$ cat src/rtl/arb_pkg.sv
// Shared definitions for the unified I/D memory arbiter: FSM state encoding
// and the grant identifiers used for round-robin tie-breaking.
package arb_pkg;

    typedef enum logic [2:0] {
        S_IDLE    = 3'd0,
        S_ISSUE_I = 3'd1,
        S_ISSUE_D = 3'd2,
        S_WAIT_I  = 3'd3,
        S_WAIT_D  = 3'd4
    } arb_state_e;

    localparam logic GRANT_I = 1'b0;
    localparam logic GRANT_D = 1'b1;

endpackage

$ cat src/rtl/mem_arbiter_if.sv
// Pipeline-side and memory-side signals of the arbiter, bundled with
// modports for the arbiter (slave) and the pipeline plus memory (master).
interface mem_arbiter_if #(
    parameter int ADDR_W = 16,
    parameter int DATA_W = 16
);
    // Handshake: x_req is held high with stable address/data until the
    // one-cycle x_ack; mem_enable is a one-cycle command strobe and
    // mem_data_valid a one-cycle completion for both reads and writes.
    logic              i_req;
    logic [ADDR_W-1:0] i_addr;
    logic              i_ack;
    logic [DATA_W-1:0] i_rdata;

    logic              d_req;
    logic              d_wr;
    logic [ADDR_W-1:0] d_addr;
    logic [DATA_W-1:0] d_wdata;
    logic              d_ack;
    logic [DATA_W-1:0] d_rdata;

    logic              stall_if;
    logic              stall_mem;

    logic              mem_enable;
    logic              mem_wr;
    logic [ADDR_W-1:0] mem_addr;
    logic [DATA_W-1:0] mem_data_in;
    logic [DATA_W-1:0] mem_data_out;
    logic              mem_data_valid;

    logic              err;

    modport slave (
        input  i_req, i_addr, d_req, d_wr, d_addr, d_wdata,
        input  mem_data_out, mem_data_valid,
        output i_ack, i_rdata, d_ack, d_rdata, stall_if, stall_mem,
        output mem_enable, mem_wr, mem_addr, mem_data_in, err
    );

    modport master (
        output i_req, i_addr, d_req, d_wr, d_addr, d_wdata,
        output mem_data_out, mem_data_valid,
        input  i_ack, i_rdata, d_ack, d_rdata, stall_if, stall_mem,
        input  mem_enable, mem_wr, mem_addr, mem_data_in, err
    );

endinterface

$ cat src/rtl/arb_watchdog.sv
// Response watchdog: counts WAIT cycles since the last issue and flags the
// cycle in which the count reaches TIMEOUT.
module arb_watchdog #(
    parameter int TIMEOUT = 64
) (
    input  logic clk,
    input  logic rst_n,
    input  logic clr,
    input  logic en,
    output logic expire
);
    localparam int CW = (TIMEOUT > 2) ? $clog2(TIMEOUT) : 1;

    logic [CW-1:0] cnt;

    always_ff @(posedge clk or negedge rst_n) begin
        if (!rst_n) begin
            cnt <= '0;
        end else if (clr) begin
            cnt <= '0;
        end else if (en) begin
            cnt <= cnt + CW'(1);
        end
    end

    // The TIMEOUT-th WAIT cycle is the one where cnt still reads TIMEOUT-1.
    assign expire = en && (cnt == CW'(TIMEOUT - 1));

endmodule

$ cat src/rtl/mem_arbiter.sv
// Unified I/D memory arbiter: one outstanding transaction, D wins a conflict
// unless it won the previous one, registered command, watchdog on responses.
module mem_arbiter
    import arb_pkg::*;
#(
    parameter int ADDR_W  = 16,
    parameter int DATA_W  = 16,
    parameter int TIMEOUT = 64
) (
    input  logic         clk,
    input  logic         rst_n,
    mem_arbiter_if.slave bus,
    output logic [2:0]   dbg_state
);
    arb_state_e        state;
    logic              last_grant;
    logic              pick_d;
    logic              in_issue;
    logic              in_wait;
    logic              wd_expire;
    logic [ADDR_W-1:0] grant_addr;
    logic [DATA_W-1:0] rsp_data;

    assign pick_d     = bus.d_req && (!bus.i_req || (last_grant == GRANT_I));
    assign grant_addr = pick_d ? bus.d_addr : bus.i_addr;
    assign in_issue   = (state == S_ISSUE_I) || (state == S_ISSUE_D);
    assign in_wait    = (state == S_WAIT_I) || (state == S_WAIT_D);

    arb_watchdog #(.TIMEOUT(TIMEOUT)) u_watchdog (
        .clk   (clk),
        .rst_n (rst_n),
        .clr   (in_issue),
        .en    (in_wait),
        .expire(wd_expire)
    );

    always_ff @(posedge clk or negedge rst_n) begin
        if (!rst_n) begin
            state           <= S_IDLE;
            last_grant      <= GRANT_I;
            bus.mem_enable  <= 1'b0;
            bus.mem_wr      <= 1'b0;
            bus.mem_addr    <= '0;
            bus.mem_data_in <= '0;
            bus.err         <= 1'b0;
        end else begin
            bus.mem_enable <= 1'b0;
            bus.err        <= 1'b0;
            case (state)
                S_IDLE: begin
                    if (bus.d_req || bus.i_req) begin
                        state           <= pick_d ? S_ISSUE_D : S_ISSUE_I;
                        last_grant      <= pick_d ? GRANT_D : GRANT_I;
                        bus.mem_enable  <= 1'b1;
                        bus.mem_wr      <= pick_d && bus.d_wr;
                        bus.mem_addr    <= grant_addr;
                        bus.mem_data_in <= pick_d ? bus.d_wdata : '0;
                    end
                end
                S_ISSUE_I: state <= S_WAIT_I;
                S_ISSUE_D: state <= S_WAIT_D;
                S_WAIT_I, S_WAIT_D: begin
                    // A response arriving on the expiry cycle still completes normally.
                    if (bus.mem_data_valid) begin
                        state <= S_IDLE;
                    end else if (wd_expire) begin
                        state   <= S_IDLE;
                        bus.err <= 1'b1;
                    end
                end
                default: state <= S_IDLE;
            endcase
        end
    end

    assign rsp_data      = bus.mem_data_out;
    assign bus.i_ack     = (state == S_WAIT_I) && bus.mem_data_valid;
    assign bus.d_ack     = (state == S_WAIT_D) && bus.mem_data_valid;
    assign bus.i_rdata   = bus.i_ack ? rsp_data : '0;
    assign bus.d_rdata   = (bus.d_ack && !bus.mem_wr) ? rsp_data : '0;
    // Stalls are masked while reset is held so every output reads 0 in reset.
    assign bus.stall_if  = rst_n && bus.i_req && !bus.i_ack;
    assign bus.stall_mem = rst_n && bus.d_req && !bus.d_ack;
    assign dbg_state     = state;

endmodule

$ cat src/flat_wrapper.sv
// flat-port wrapper written by rule: the top's interface ports become plain ports
module mem_arbiter_flat import arb_pkg::*;
#(
    parameter int ADDR_W  = 16,
    parameter int DATA_W  = 16,
    parameter int TIMEOUT = 64
)
  (clk, rst_n, dbg_state, bus_i_req, bus_i_addr, bus_d_req, bus_d_wr, bus_d_addr, bus_d_wdata, bus_mem_data_out, bus_mem_data_valid, bus_i_ack, bus_i_rdata, bus_d_ack, bus_d_rdata, bus_stall_if, bus_stall_mem, bus_mem_enable, bus_mem_wr, bus_mem_addr, bus_mem_data_in, bus_err);
  mem_arbiter_if #(.ADDR_W(ADDR_W), .DATA_W(DATA_W)) bus_i ();
  input  logic clk;
  input  logic rst_n;
  output logic [2:0] dbg_state;
  input wire logic [$bits(bus_i.i_req)-1:0] bus_i_req;
  input wire logic [$bits(bus_i.i_addr)-1:0] bus_i_addr;
  input wire logic [$bits(bus_i.d_req)-1:0] bus_d_req;
  input wire logic [$bits(bus_i.d_wr)-1:0] bus_d_wr;
  input wire logic [$bits(bus_i.d_addr)-1:0] bus_d_addr;
  input wire logic [$bits(bus_i.d_wdata)-1:0] bus_d_wdata;
  input wire logic [$bits(bus_i.mem_data_out)-1:0] bus_mem_data_out;
  input wire logic [$bits(bus_i.mem_data_valid)-1:0] bus_mem_data_valid;
  output wire logic [$bits(bus_i.i_ack)-1:0] bus_i_ack;
  output wire logic [$bits(bus_i.i_rdata)-1:0] bus_i_rdata;
  output wire logic [$bits(bus_i.d_ack)-1:0] bus_d_ack;
  output wire logic [$bits(bus_i.d_rdata)-1:0] bus_d_rdata;
  output wire logic [$bits(bus_i.stall_if)-1:0] bus_stall_if;
  output wire logic [$bits(bus_i.stall_mem)-1:0] bus_stall_mem;
  output wire logic [$bits(bus_i.mem_enable)-1:0] bus_mem_enable;
  output wire logic [$bits(bus_i.mem_wr)-1:0] bus_mem_wr;
  output wire logic [$bits(bus_i.mem_addr)-1:0] bus_mem_addr;
  output wire logic [$bits(bus_i.mem_data_in)-1:0] bus_mem_data_in;
  output wire logic [$bits(bus_i.err)-1:0] bus_err;
  assign bus_i.i_req = bus_i_req;
  assign bus_i.i_addr = bus_i_addr;
  assign bus_i.d_req = bus_d_req;
  assign bus_i.d_wr = bus_d_wr;
  assign bus_i.d_addr = bus_d_addr;
  assign bus_i.d_wdata = bus_d_wdata;
  assign bus_i.mem_data_out = bus_mem_data_out;
  assign bus_i.mem_data_valid = bus_mem_data_valid;
  assign bus_i_ack = bus_i.i_ack;
  assign bus_i_rdata = bus_i.i_rdata;
  assign bus_d_ack = bus_i.d_ack;
  assign bus_d_rdata = bus_i.d_rdata;
  assign bus_stall_if = bus_i.stall_if;
  assign bus_stall_mem = bus_i.stall_mem;
  assign bus_mem_enable = bus_i.mem_enable;
  assign bus_mem_wr = bus_i.mem_wr;
  assign bus_mem_addr = bus_i.mem_addr;
  assign bus_mem_data_in = bus_i.mem_data_in;
  assign bus_err = bus_i.err;
  mem_arbiter #(.ADDR_W(ADDR_W), .DATA_W(DATA_W), .TIMEOUT(TIMEOUT)) u_core (.clk(clk), .rst_n(rst_n), .bus(bus_i), .dbg_state(dbg_state));
endmodule
$ cat config.mk
export PLATFORM = sky130hd
export DESIGN_NAME = mem_arbiter_flat
export DESIGN_NICKNAME = d
export VERILOG_FILES = /design/src/rtl/arb_pkg.sv /design/src/rtl/mem_arbiter_if.sv /design/src/rtl/arb_watchdog.sv /design/src/rtl/mem_arbiter.sv /design/src/flat_wrapper.sv
export SDC_FILE = /design/constraint.sdc
export NUM_CORES = 1
export LEC_CHECK = 0
export ABC_CLOCK_PERIOD_IN_PS = 2850
export BUFFER_PORTS_ARGS = -buffer_cell sky130_fd_sc_hd__buf_2
export CORE_UTILIZATION = 47
export CTS_CLUSTER_DIAMETER = 120
export CTS_CLUSTER_SIZE = 8
export DETAILED_ROUTE_END_ITERATION = 10
export PLACE_DENSITY_LB_ADDON = 0.05
export SYNTH_ARGS = -nofsm -noshare
export SYNTH_HDL_FRONTEND = slang
export SYNTH_SLANG_ARGS = --single-unit
$ cat constraint.sdc
create_clock -name clk -period 2.85 [get_ports clk]
set_input_delay 0.1425 -clock clk [delete_from_list [all_inputs] [get_ports clk]]
set_output_delay 0.1425 -clock clk [all_outputs]
set_load 0.03 [all_outputs]
==> summary by stage <==
Floorplanning
The overall die area is 5310 sq um. The I/O pin total is 144. For this configuration, the core starts out at a cell density of 49.3%. In this run the vertical extent of the chip is 72.9 microns. The count of standard-cell rows is 25.

The die is 72.9 microns wide. The core region is 4790 sq um.

Drt
The via total after detailed routing is 2,186. For this block, the initial DRC count from the detailed router was 94. For this run, design rule violations remaining after detail routing come to 0. The number of antenna-violating nets in the routed design is 0. The number of optimization iterations in the first detailed-route pass is 5. The wire length per cell after detailed routing is 12.7 microns. The ratio of routed vias to standard cells is 4.97. Wires add up to 5590 microns.

CTS
CTS built an H-tree with a depth of 2. The TritonCTS clock tree is yes. The TritonCTS buffer count is 5.

The number of buffers inserted to repair setup after CTS is 0. The clock net sink count is 45. Clock-pin slew was measured on the worst setup and hold paths at 0.08 ns.

The clock passes through at most 2 buffers. Clock latency on the worst-skew pair, taken at its later pin, is 0.30 ns. The cell chosen for the clock root is sky130_fd_sc_hd__clkbuf_8. The post-cts repair resize count is 0.

Synth
After synthesis, the largest family of logic cells by area is simple AND/OR/NAND/NOR gates. After synthesis, the share of cell area in mux cells is 7.21%. The number of synthesized register bits is 45. The cell area after synthesis is 2360 sq um. After Yosys synthesis, full adders, half adders and majority gates account for 0.530% of the synthesized area. The area fraction in compound gates after synthesis is 19.5%. Yosys mapped the design onto 37 distinct sky130hd cell types. The simple-gate portion of the synthesized area is 19.6%. Dividing the synthesized area by the synthesized cell count gives 10.0 sq um. Sequential elements use 47.7% of the synthesized area. The count of synthesis-stage warnings from yosys is 0.

Synthesis produced a netlist with a net count of 307. The synthesized netlist devotes 0.371% of its cell area to XOR and XNOR gates. The number of cells produced by synthesis is 236.

Worst setup path
At the worst endpoint, the required time is 2.71 ns. The worst register-to-register path has a setup slack of 0.86 ns. The critical path capture point type is a primary output. STA classifies the critical path startpoint as a flop. The worst register-to-register path ends at u_core.bus.mem_data_in[14]$_DFFE_PN0P_.

In this run the critical register-to-register path is launched from u_core.dbg_state[2]$_DFFE_PN0P_. The length in cells of the worst reg-to-reg path is 5. The biggest fanout along the worst timing path is 16. The category of the critical setup timing path is flop to primary output. STA puts the critical path data arrival time at 2.30 ns.

Power and ir drop
The analysis attributes to cell leakage a power of 1.78 nW. Dividing total power by cell area gives a power density of 988 nW/um^2. The maximum vdd drop is 0.587 mV.

Timing
At the pin with the least slew margin, the transition time is 1.09 ns. The final number of setup-violating endpoints is 0. The time the worst path needs with I/O delays and setup is 2.44 ns. Setup repair after global routing left no endpoint under its margin. Based on the critical path, the design can be clocked at up to 409 MHz. The aggregate negative setup slack is 0 ns.

The relative max-transition margin is 26.8%. The post-route fraction of the period consumed by the critical path is 85.7%. On the final layout, the worst clock skew is 0.00981 ns.

The final-layout worst hold slack is 0.0553 ns. The number of failing hold endpoints at the final stage is 0. The count of pins over their slew limit is 0.

Placed design
The wire-length estimate of the detail-placed layout is 4240 microns. The weighted congestion reported at the end of routability-driven placement is 0.824. Input and output buffers added on the ports amount to 143.

After detailed placement, the design holds a cell count of 431.

Final layout
The count of inserted antenna diode cells is 0. In the final layout, the share of cells above drive strength 1 is 44.0%. The net count reported at finish is 443. The most common cell after layout, fill and taps aside is sky130_fd_sc_hd__buf_2. Leaving out filler cells and counting taps, the final layout contains 440. From synthesis to final layout, the design area changed by 35.1%. Once layout is complete, the utilization of the core stands at 66.7%. In the layout the commonest cells are sky130_fd_sc_hd__buf_2, sky130_fd_sc_hd__dfrtp_1, sky130_fd_sc_hd__and2_1, sky130_fd_sc_hd__nand2_1, sky130_fd_sc_hd__o21ai_0.

Worst hold path
The end of the worst hold path is u_core.bus.mem_data_in[0]$_DFFE_PN0P_. The startpoint of the tightest hold check path is bus_d_wdata[0]. The worst hold path was traced through 2 stages. The class of the worst hold path is primary input to flop.

Global routing
The first global-routing pass estimated 8670 microns of wire. For this run, the total global-route usage over all layers was measured as 21.3%. The aggregate global routing overflow is 0. The number of antenna violations at the first check in global routing is 0.

Entering global routing, the biggest net connects 52 pins. The via count of the first global-routing pass is 1,914.

Flow run
The number of maximum-capacitance violations is 0.

Status
The run finished with clean final reports.
routing by layer:
layer	vias to the layer above	global-route usage (%)	routed length (microns)
met3	5	4.14	380
li1	1086	-	-
met5	-	0	0
met1	987	27.4	2460
met4	0	6.54	61
met2	108	36.6	2690
cell usage after synthesis:
cell type                    n  area, sq um
sky130_fd_sc_hd__a21oi_1     8         40.0
sky130_fd_sc_hd__a2111oi_4   1         27.5
sky130_fd_sc_hd__nand2b_1    1         6.26
sky130_fd_sc_hd__nor3_2      1         10.0
sky130_fd_sc_hd__nor2b_1     3         18.8
sky130_fd_sc_hd__a21boi_0    2         15.0
sky130_fd_sc_hd__o22ai_1     1         6.26
sky130_fd_sc_hd__o21ai_1     3         15.0
sky130_fd_sc_hd__xnor2_1     1         8.76
sky130_fd_sc_hd__a22o_1     13          114
sky130_fd_sc_hd__a22oi_1     1         7.51
sky130_fd_sc_hd__ha_1        1         12.5
sky130_fd_sc_hd__and2_1     33          206
sky130_fd_sc_hd__a221oi_1    1         8.76
sky130_fd_sc_hd__nor2_1      3         11.3
sky130_fd_sc_hd__clkbuf_1    4         15.0
sky130_fd_sc_hd__nand2_1    30          113
sky130_fd_sc_hd__mux2i_1    17          170
sky130_fd_sc_hd__nor2_2      2         12.5
sky130_fd_sc_hd__and3_1      2         12.5
sky130_fd_sc_hd__o21ba_2     1         10.0
sky130_fd_sc_hd__buf_6       2         22.5
sky130_fd_sc_hd__o21bai_1    1         7.51
sky130_fd_sc_hd__o21ai_0    19         95.1
sky130_fd_sc_hd__a211oi_1    3         22.5
sky130_fd_sc_hd__nand3_1     8         40.0
sky130_fd_sc_hd__nand2_4     2         22.5
sky130_fd_sc_hd__a21oi_2     1         8.76
sky130_fd_sc_hd__buf_2       7         35.0
sky130_fd_sc_hd__a21o_1      2         15.0
sky130_fd_sc_hd__a2111oi_2   1         15.0
sky130_fd_sc_hd__and2_4      1         8.76
sky130_fd_sc_hd__buf_4       4         30.0
sky130_fd_sc_hd__a311o_1     3         30.0
sky130_fd_sc_hd__dfrtp_1    45         1130
sky130_fd_sc_hd__o211ai_1    3         22.5
sky130_fd_sc_hd__inv_1       5         18.8
cells by family after synthesis:
kind of cell / count (synthesis)
adders and majority gates: 1
DFF: 45
AOI/OAI and AO/OA: 64
and+or+nand+nor: 86
muxes: 17
xor gates and xnor gates: 1
buffers and inverters: 22
worst max-delay path by stage:
stage                                                from         endpoint  slack [ns]
after floorplan           u_core.dbg_state[1]$_DFFE_PN0P_     bus_stall_if        0.99
after global placement    u_core.dbg_state[0]$_DFFE_PN0P_  bus_d_rdata[14]        0.80
after detailed placement  u_core.dbg_state[0]$_DFFE_PN0P_  bus_d_rdata[14]        0.70
after CTS                 u_core.dbg_state[0]$_DFFE_PN0P_  bus_d_rdata[14]        0.38
after global routing      u_core.dbg_state[0]$_DFFE_PN0P_   bus_d_rdata[1]        0.16
final                     u_core.dbg_state[0]$_DFFE_PN0P_  bus_d_rdata[14]        0.41
where the power goes:
| part | total (mW) | switching, mW | internal, mW | leakage [nW] |
|---|---|---|---|---|
| logic | 1.62 | 1.09 | 0.527 | 1.15 |
| clock network | 0.415 | 0.218 | 0.197 | 0.0512 |
| registers | 1.12 | 0.222 | 0.899 | 0.578 |
| total | 3.15 | 1.53 | 1.62 | 1.78 |
through the flow:
| step | setup WS (ns) | cell area [sq um] | power, mW |
|---|---|---|---|
| after detailed placement | 0.700 | 3080 | 2.76 |
| after global placement | 0.800 | 3080 | 2.72 |
| final | 0.406 | 3190 | 3.15 |
| after floorplan | 0.986 | 2360 | 2.34 |
| after global routing | 0.156 | 3190 | 3.37 |
| after CTS | 0.384 | 3190 | 3.18 |
state kept, by name, indices dropped and copies added, names as in the netlist:
signal,flops
u_core.bus.mem_wr,1
u_core.last_grant,1
u_core.dbg_state,3
u_core.bus.mem_data_in,16
u_core.u_watchdog.cnt,6
u_core.bus.err,1
u_core.bus.mem_addr,16
u_core.bus.mem_enable,1
critical path, stage by stage, from the launching register on:
cell	delay, ns
sky130_fd_sc_hd__dfrtp_1	0.54
sky130_fd_sc_hd__nor2_2	0.48
sky130_fd_sc_hd__nand3_1	0.21
sky130_fd_sc_hd__nor2_2	0.40
sky130_fd_sc_hd__and2_1	0.19
sky130_fd_sc_hd__buf_2	0.19
area by class of cell:
| class | instances | area (sq um) |
|---|---|---|
| Inverter | 5 | 18.8 |
| Fill cell | 433 | 1600 |
| Timing Repair Buffer | 146 | 741 |
| Clock buffer | 6 | 82.6 |
| Sequential cell | 45 | 1130 |
| Multi-Input combinational cell | 169 | 1120 |
| Clock inverter | 2 | 13.8 |
| Tap cell | 67 | 83.8 |
repair_timing:
action | 4_1_cts | 5_1_grt
endpoints found under the hold margin | 1 | 0
hold buffers | 1 | 0
endpoints found under the setup margin | 0 | 0
No activity file was read; power rests on OpenSTA's default activity.
